[src/rtl/mape_pkg.sv]
// mape_pkg: shared wr_mode codes and scheduler state encoding
// for the mape front-end scheduler and its arbiter.
package mape_pkg;

  localparam logic [1:0] MODE_SEL  = 2'b00;
  localparam logic [1:0] MODE_CTRL = 2'b01;
  localparam logic [1:0] MODE_G1   = 2'b10;
  localparam logic [1:0] MODE_G2   = 2'b11;

  typedef enum logic [2:0] {
    ST_IDLE    = 3'd0,
    ST_LD_CTRL = 3'd1,
    ST_LD_G1   = 3'd2,
    ST_LD_G2   = 3'd3,
    ST_WAIT    = 3'd4,
    ST_RESP    = 3'd5
  } state_t;

  function automatic int ptr_w(input int n);
    return (n > 1) ? $clog2(n) : 1;
  endfunction

endpackage

[src/rtl/mape_sched_rr_arbiter.sv]
// rr_arbiter: combinational round-robin pick of the first request after ptr.
// Ports: req, ptr, en in; one-hot gnt and binary gnt_idx out.
module rr_arbiter
  import mape_pkg::*;
#(
  parameter int N  = 2,
  parameter int PW = ptr_w(N)
) (
  input  logic [N-1:0]  req,
  input  logic [PW-1:0] ptr,
  input  logic          en,
  output logic [N-1:0]  gnt,
  output logic [PW-1:0] gnt_idx
);

  if (N == 1) begin : g_single
    assign gnt     = req & {N{en}};
    assign gnt_idx = '0;
  end else begin : g_multi
    logic [PW-1:0] idx;
    logic          found;

    function automatic int wrap(input int p, input int o);
      int s;
      s = p + o;
      return (s >= N) ? s - N : s;
    endfunction

    // Scan starts one past the last winner so it gets lowest priority.
    always_comb begin
      gnt     = '0;
      gnt_idx = '0;
      idx     = '0;
      found   = 1'b0;
      for (int off = 1; off <= N; off++) begin
        idx = PW'(wrap(int'(ptr), off));
        if (en && !found && req[idx]) begin
          gnt[idx] = 1'b1;
          gnt_idx  = idx;
          found    = 1'b1;
        end
      end
    end
  end

endmodule

[src/rtl/mape_sched.sv]
// mape_sched: round-robin job scheduler that loads mape, waits for done
// or timeout, and returns a tagged result on a valid/ready channel.
module mape_sched
  import mape_pkg::*;
#(
  parameter int WORD_SZ = 64,
  parameter int NUM_REQ = 2,
  parameter int ID_W    = 1,
  parameter int TIMEOUT = 255
) (
  input  logic                       clk,
  input  logic                       rst_n,
  input  logic [NUM_REQ-1:0]         req_valid,
  output logic [NUM_REQ-1:0]         req_ready,
  input  logic [NUM_REQ*WORD_SZ-1:0] req_ctrl,
  input  logic [NUM_REQ*WORD_SZ-1:0] req_g1,
  input  logic [NUM_REQ*WORD_SZ-1:0] req_g2,
  output logic                       rsp_valid,
  input  logic                       rsp_ready,
  output logic [ID_W-1:0]            rsp_id,
  output logic [WORD_SZ-1:0]         rsp_data,
  output logic                       rsp_timeout,
  output logic [1:0]                 mape_wr_mode,
  output logic [WORD_SZ-1:0]         mape_data_in,
  input  logic [WORD_SZ-1:0]         mape_data_out,
  input  logic                       mape_done,
  output logic                       busy
);

  localparam int PW = ptr_w(NUM_REQ);
  localparam logic [15:0] TO_LAST = 16'(TIMEOUT - 1);

  state_t state, state_nx;

  logic [PW-1:0]      ptr;
  logic [PW-1:0]      gnt_idx;
  logic [NUM_REQ-1:0] gnt;
  logic [WORD_SZ-1:0] ctrl_q;
  logic [WORD_SZ-1:0] g1_q;
  logic [WORD_SZ-1:0] g2_q;
  logic [ID_W-1:0]    id_q;
  logic [15:0]        cnt;
  logic               arb_en;
  logic               accept;
  logic               done_hit;
  logic               to_hit;
  logic               rsp_fire;

  // Gate with rst_n so req_ready stays low while reset is held.
  assign arb_en = (state == ST_IDLE) && rst_n;

  rr_arbiter #(
    .N (NUM_REQ),
    .PW(PW)
  ) u_arb (
    .req    (req_valid),
    .ptr    (ptr),
    .en     (arb_en),
    .gnt    (gnt),
    .gnt_idx(gnt_idx)
  );

  assign req_ready = gnt;
  assign accept    = |gnt;
  assign busy      = (state != ST_IDLE);
  assign rsp_fire  = rsp_valid && rsp_ready;

  // Done has priority over a coinciding timeout.
  assign done_hit = (state == ST_WAIT) && mape_done;
  assign to_hit   = (state == ST_WAIT) && !mape_done
                 && (cnt == TO_LAST);

  always_ff @(posedge clk or negedge rst_n) begin
    if (!rst_n) begin
      state <= ST_IDLE;
    end else begin
      state <= state_nx;
    end
  end

  always_comb begin
    state_nx     = state;
    mape_wr_mode = MODE_SEL;
    mape_data_in = '0;
    unique case (state)
      ST_IDLE: begin
        if (accept) state_nx = ST_LD_CTRL;
      end
      ST_LD_CTRL: begin
        mape_wr_mode = MODE_CTRL;
        mape_data_in = ctrl_q;
        state_nx     = ST_LD_G1;
      end
      ST_LD_G1: begin
        mape_wr_mode = MODE_G1;
        mape_data_in = g1_q;
        state_nx     = ST_LD_G2;
      end
      ST_LD_G2: begin
        mape_wr_mode = MODE_G2;
        mape_data_in = g2_q;
        state_nx     = ST_WAIT;
      end
      ST_WAIT: begin
        if (done_hit || to_hit) state_nx = ST_RESP;
      end
      ST_RESP: begin
        if (rsp_fire) state_nx = ST_IDLE;
      end
      default: state_nx = ST_IDLE;
    endcase
  end

  always_ff @(posedge clk or negedge rst_n) begin
    if (!rst_n) begin
      ptr         <= PW'(NUM_REQ - 1);
      id_q        <= '0;
      ctrl_q      <= '0;
      g1_q        <= '0;
      g2_q        <= '0;
      cnt         <= '0;
      rsp_valid   <= 1'b0;
      rsp_id      <= '0;
      rsp_data    <= '0;
      rsp_timeout <= 1'b0;
    end else begin
      if (accept) begin
        ptr    <= gnt_idx;
        id_q   <= ID_W'(gnt_idx);
        ctrl_q <= req_ctrl[int'(gnt_idx)*WORD_SZ +: WORD_SZ];
        g1_q   <= req_g1[int'(gnt_idx)*WORD_SZ +: WORD_SZ];
        g2_q   <= req_g2[int'(gnt_idx)*WORD_SZ +: WORD_SZ];
      end
      if (state == ST_WAIT) begin
        cnt <= cnt + 16'd1;
        if (done_hit) begin
          rsp_valid   <= 1'b1;
          rsp_id      <= id_q;
          rsp_data    <= mape_data_out;
          rsp_timeout <= 1'b0;
        end else if (to_hit) begin
          rsp_valid   <= 1'b1;
          rsp_id      <= id_q;
          rsp_data    <= '0;
          rsp_timeout <= 1'b1;
        end
      end
      if (rsp_fire) begin
        rsp_valid <= 1'b0;
        cnt       <= '0;
      end
    end
  end

endmodule

[config.mk]
export PLATFORM = sky130hd
export DESIGN_NAME = mape_sched
export DESIGN_NICKNAME = d
export VERILOG_FILES = /design/src/rtl/mape_pkg.sv /design/src/rtl/mape_sched_rr_arbiter.sv /design/src/rtl/mape_sched.sv
export SDC_FILE = /design/constraint.sdc
export NUM_CORES = 1
export LEC_CHECK = 0
export ABC_CLOCK_PERIOD_IN_PS = 4500
export CORE_AREA = 2 2 228 230
export DETAILED_ROUTE_END_ITERATION = 6
export DIE_AREA = 0 0 230 232
export PLACE_DENSITY = 0.59
export SLEW_MARGIN = 20
export SYNTH_ARGS = -nofsm -noshare
export SYNTH_HDL_FRONTEND = slang
export SYNTH_SLANG_ARGS = --single-unit
[constraint.sdc]
create_clock -name clk -period 4.5 [get_ports clk]
set_input_delay 0.9 -clock clk [delete_from_list [all_inputs] [get_ports clk]]
set_output_delay 0.9 -clock clk [all_outputs]
set_load 0.02 [all_outputs]
==> key figures <==
Die
  • Die area: 0.0534 mm²
  • Die width: 230 µm
  • Die Y: around 230 µm
  • I/O pins: 590
  • Initial core utilization: between 20% and 30%
  • Core area: between 0.05 and 0.06 mm²
  • Row cnt: just over 80

Global route
  • Largest net degree at the start of global routing: around 190
  • Vias in the first global route: about 14000
  • GRT Total Usage: a little under a fifth
  • Global-route wire length before repair: a little under 80000 µm
  • Grt total ovfl: 0
  • Initial antenna violation count: 6

Clock network
  • # H-tree levels: 2
  • CTS tree: yes
  • Reg clk slew, reported paths: ~0.06 ns
  • CTS Sinks: 280
  • Skew-Pair Late Insertion Delay: about 0.54 ns
  • Setup bufs post-CTS: 0
  • CTS Hold Bufs: 0
  • Post-CTS sizing: 0
  • Cts bufs inserted: 36
  • Clk buf depth: 3
  • Clock root buffer: clkbuf_16

Layout
  • # nets final: approximately 2500
  • Final non-filler cell total: 2768
  • FILL cells: between 5000 and 6000
  • P&R area growth vs syn: 55.8%
  • Share of layout cells above drive strength 1: between 7 and 8%

Timing
  • Fin Setup TNS: 0 ns
  • Measured slew at the worst slew-check pin: ~1.2 ns
  • Max Fclk: between 0.2 and 0.3 GHz
  • Min cycle time layout: roughly 4.0 ns
  • Slew HR: between 10% and 20%
  • Final hold vios: 0
  • Fin crit share: approximately nine tenths
  • Clk_skew: ~0.025 ns
  • Final Max Slew Viols: 0
  • Post-route setup slack: approximately 0.50 ns
  • RSZ-0062 raised after global routing: false
  • Final setup vio count: 0

Critical path
  • Delay-heaviest family, CP: buffers and inverters
  • Critical-path cell list: nor4b_2 -> nand3_4 -> inv_6 -> clkdlybuf4s50_1
  • CP bufs+invs: 2
  • Crit path largest cell delay: ~0.7 ns
  • Worst Setup End Kind: primary output
  • Kind of critical path: flip-flop to primary output
  • Worst R2R Start: state[0]
  • Critical Path Start Type: flip-flop
  • CP startpoint: state[0]
  • CP max stage cell: dfrtp_4
  • Arrival @ worst endpoint: between 3 and 4 ns
  • Required arrival time at the worst endpoint: approximately 3.6 ns
  • Reg-to-Reg End: ctrl_q[25]
  • Cells on worst reg2reg path: 6
  • Worst setup path end: req_ready[1]
  • R2r setup slk: around 1.4 ns
  • Critical path peak fanout: 44
  • Critical path depth: 4

Route
  • Per-cell routed wire length: roughly 19 µm
  • DR iter-0 viols: around 790
  • Via count: 13500
  • Drt first pass iters: 5
  • Final ANT Viol Nets: 0
  • DRC errors left: 0
  • Vias per Instance: just under 5
  • WL final: approximately 52000 µm

Power
  • Clock power frac: about 20%
  • Cell Pwr Density: between 600 and 700 mW/mm²
  • Net Switching: about 5.4 mW
  • Leakage: 8.67 nW
  • Combinational Power Share: 47.1%
  • Reg power frac: 33.3%
  • Worst vdd ir: 0.294 mV
  • Cell Int Power: ~8.5 mW
  • Sw frac: between 30% and 40%

Logic synthesis
  • Mux cell area share after synthesis: 5.49%
  • Most area-hungry cell type in the Yosys netlist: dfrtp_1
  • Syn Inst Count: between 1500 and 2000
  • Post-synthesis sequential area ratio: between 50% and 60%
  • Number of synthesized flops with an enable pin: 0
  • Asr flop ratio synth: between 90% and 100%
  • Synth warn: 0
  • Cell Area, Synth: 0.0136 mm²
  • Synth top area share: about half
  • Synth top area cells: dfrtp_1, nand2_1, a31oi_1
  • #FFs+latches synth: 280
  • Syn_nets: about 2000
  • Ys flop type: dfrtp_1
  • Adder-cell share of the synthesized area: less than 1%
  • Synth Area in Simple Gates: approximately 20%
  • Avg Cell Area, Syn: ~8.8 µm²
  • Main combinational cell family by area after synthesis: simple AND/OR/NAND/NOR gates
  • Compound-Gate Fraction of Synth Area: 17.5%
  • Post-synth cell types: 44
  • XOR/XNOR Fraction of Synth Area: 0.515%

Place
  • Pre-CTS WS: roughly 0.8 ns
  • Buffers on Ports: 589
  • Hpwl dp: 38100 µm
  • Placed Cells incl. Taps: roughly 2700
  • Gpl congestion: ~0.87

Hold path
  • Hold Crit Class: input pin to async pin

Run status
  • Outcome: complete, no violations

Job
  • Max-cap violation count: 0
## Yosys cell counts (all sizes together), types with 2 or more instances
cell	n
a21oi	10
a22o	64
a22oi	64
a31o	2
a31oi	192
and2	2
buf	55
clkbuf	78
dfrtp	279
ha	2
inv	5
mux2	65
nand2	395
nand2b	4
nand3	4
nand4	4
nor2	272
nor2b	3
nor3	2
nor4	3
o21ai	5
o31ai	3
or3	6
or4	2
xnor2	5
xor2	3
## worst register-to-register path: stages (launching register included)
cell     delay, ns
dfrtp_4       0.70
nor4b_2       0.59
nand3_4       0.23
inv_6         0.34
buf_12        0.43
nand2_1       0.49
a31oi_1       0.20
## area by class of cell
type,instances,area [µm²],share of cell area [%]
Timing Repair Buffer,614,6150,29.1
Sequential cell,280,7020,33.2
Clock buffer,52,1020,4.82
Multi-Input combinational cell,1123,6020,28.4
Inverter,5,23.8,0.112
Antenna cell,4,10.0,0.0473
Tap cell,680,851,4.02
Clock inverter,10,73.8,0.349
## power groups by stage
| stage | clock network [mW] | registers [mW] | logic (mW) |
|---|---|---|---|
| global route | 2.91 | 4.78 | 7.13 |
| global placement | 0 | 4.64 | 6.57 |
| floorplan | 0 | 4.60 | 3.61 |
| detailed placement | 0 | 4.66 | 6.61 |
| CTS | 2.79 | 4.63 | 6.64 |
| finish | 2.71 | 4.62 | 6.54 |
## sequential cells by signal (all words and copies together), names as in the netlist
register	flops
ptr	1
rsp_timeout	1
g2_q	64
ctrl_q	64
rsp_data	64
g1_q	64
id_q	1
state	3
rsp_valid	1
cnt	16
rsp_id	1
## worst min path at each step
stage                       startpoint           end  slack [ns]  depth (start not counted)
after floorplan                   id_q          id_q        0.47                          2
after global placement    rsp_data[43]  rsp_data[43]        0.48                          1
after detailed placement  rsp_data[60]  rsp_data[60]        0.48                          1
after CTS                        rst_n    ctrl_q[24]        0.43                          2
after global routing             rst_n      g2_q[24]        0.46                          2
final                            rst_n      g2_q[24]        0.44                          2
## kinds of logic (layout without fill, tap and decap cells)
kind of cell             count (synthesis)  in the layout
AO/OA/AOI/OAI                          343            343
XOR/XNOR                                 8              8
adder cells (fa/ha/maj)                  2              2
buffers and inverters                  138            681
flip-flops                             280            280
multiplexers                            66             66
other                                    0              4
AND/OR/NAND/NOR                        704            704
## through the flow
step	power, mW	cell area [µm²]	hold slack [ns]	util, %
final	13.9	21200	0.440	41.6
after detailed placement	11.3	20100	0.481	39.4
after floorplan	8.21	13600	0.466	-
after global placement	11.2	20100	0.482	39.4
after global routing	14.8	21200	0.463	41.6
after CTS	14.1	21200	0.428	41.6
## routing by layer
| layer | global-route usage (%) | vias to the layer above | routed length, µm |
|---|---|---|---|
| li1 | - | 6371 | - |
| met1 | 23.9 | 6443 | 21800 |
| met2 | 31.9 | 553 | 24700 |
| met3 | 4.89 | 79 | 4240 |
| met4 | 5.95 | 4 | 1360 |
| met5 | 0 | - | 23 |
## layout by cell type (no fill, tap or decap), drive strengths merged, types with 26 or more instances in the layout
| master | instances |
|---|---|
| clkdlybuf4s50 | 588 |
| nand2 | 395 |
| dfrtp | 279 |
| nor2 | 272 |
| a31oi | 192 |
| mux2 | 65 |
| a22oi | 64 |
| a22o | 64 |
| clkbuf | 52 |
| buf | 26 |
(Power assumes the default switching activity.)
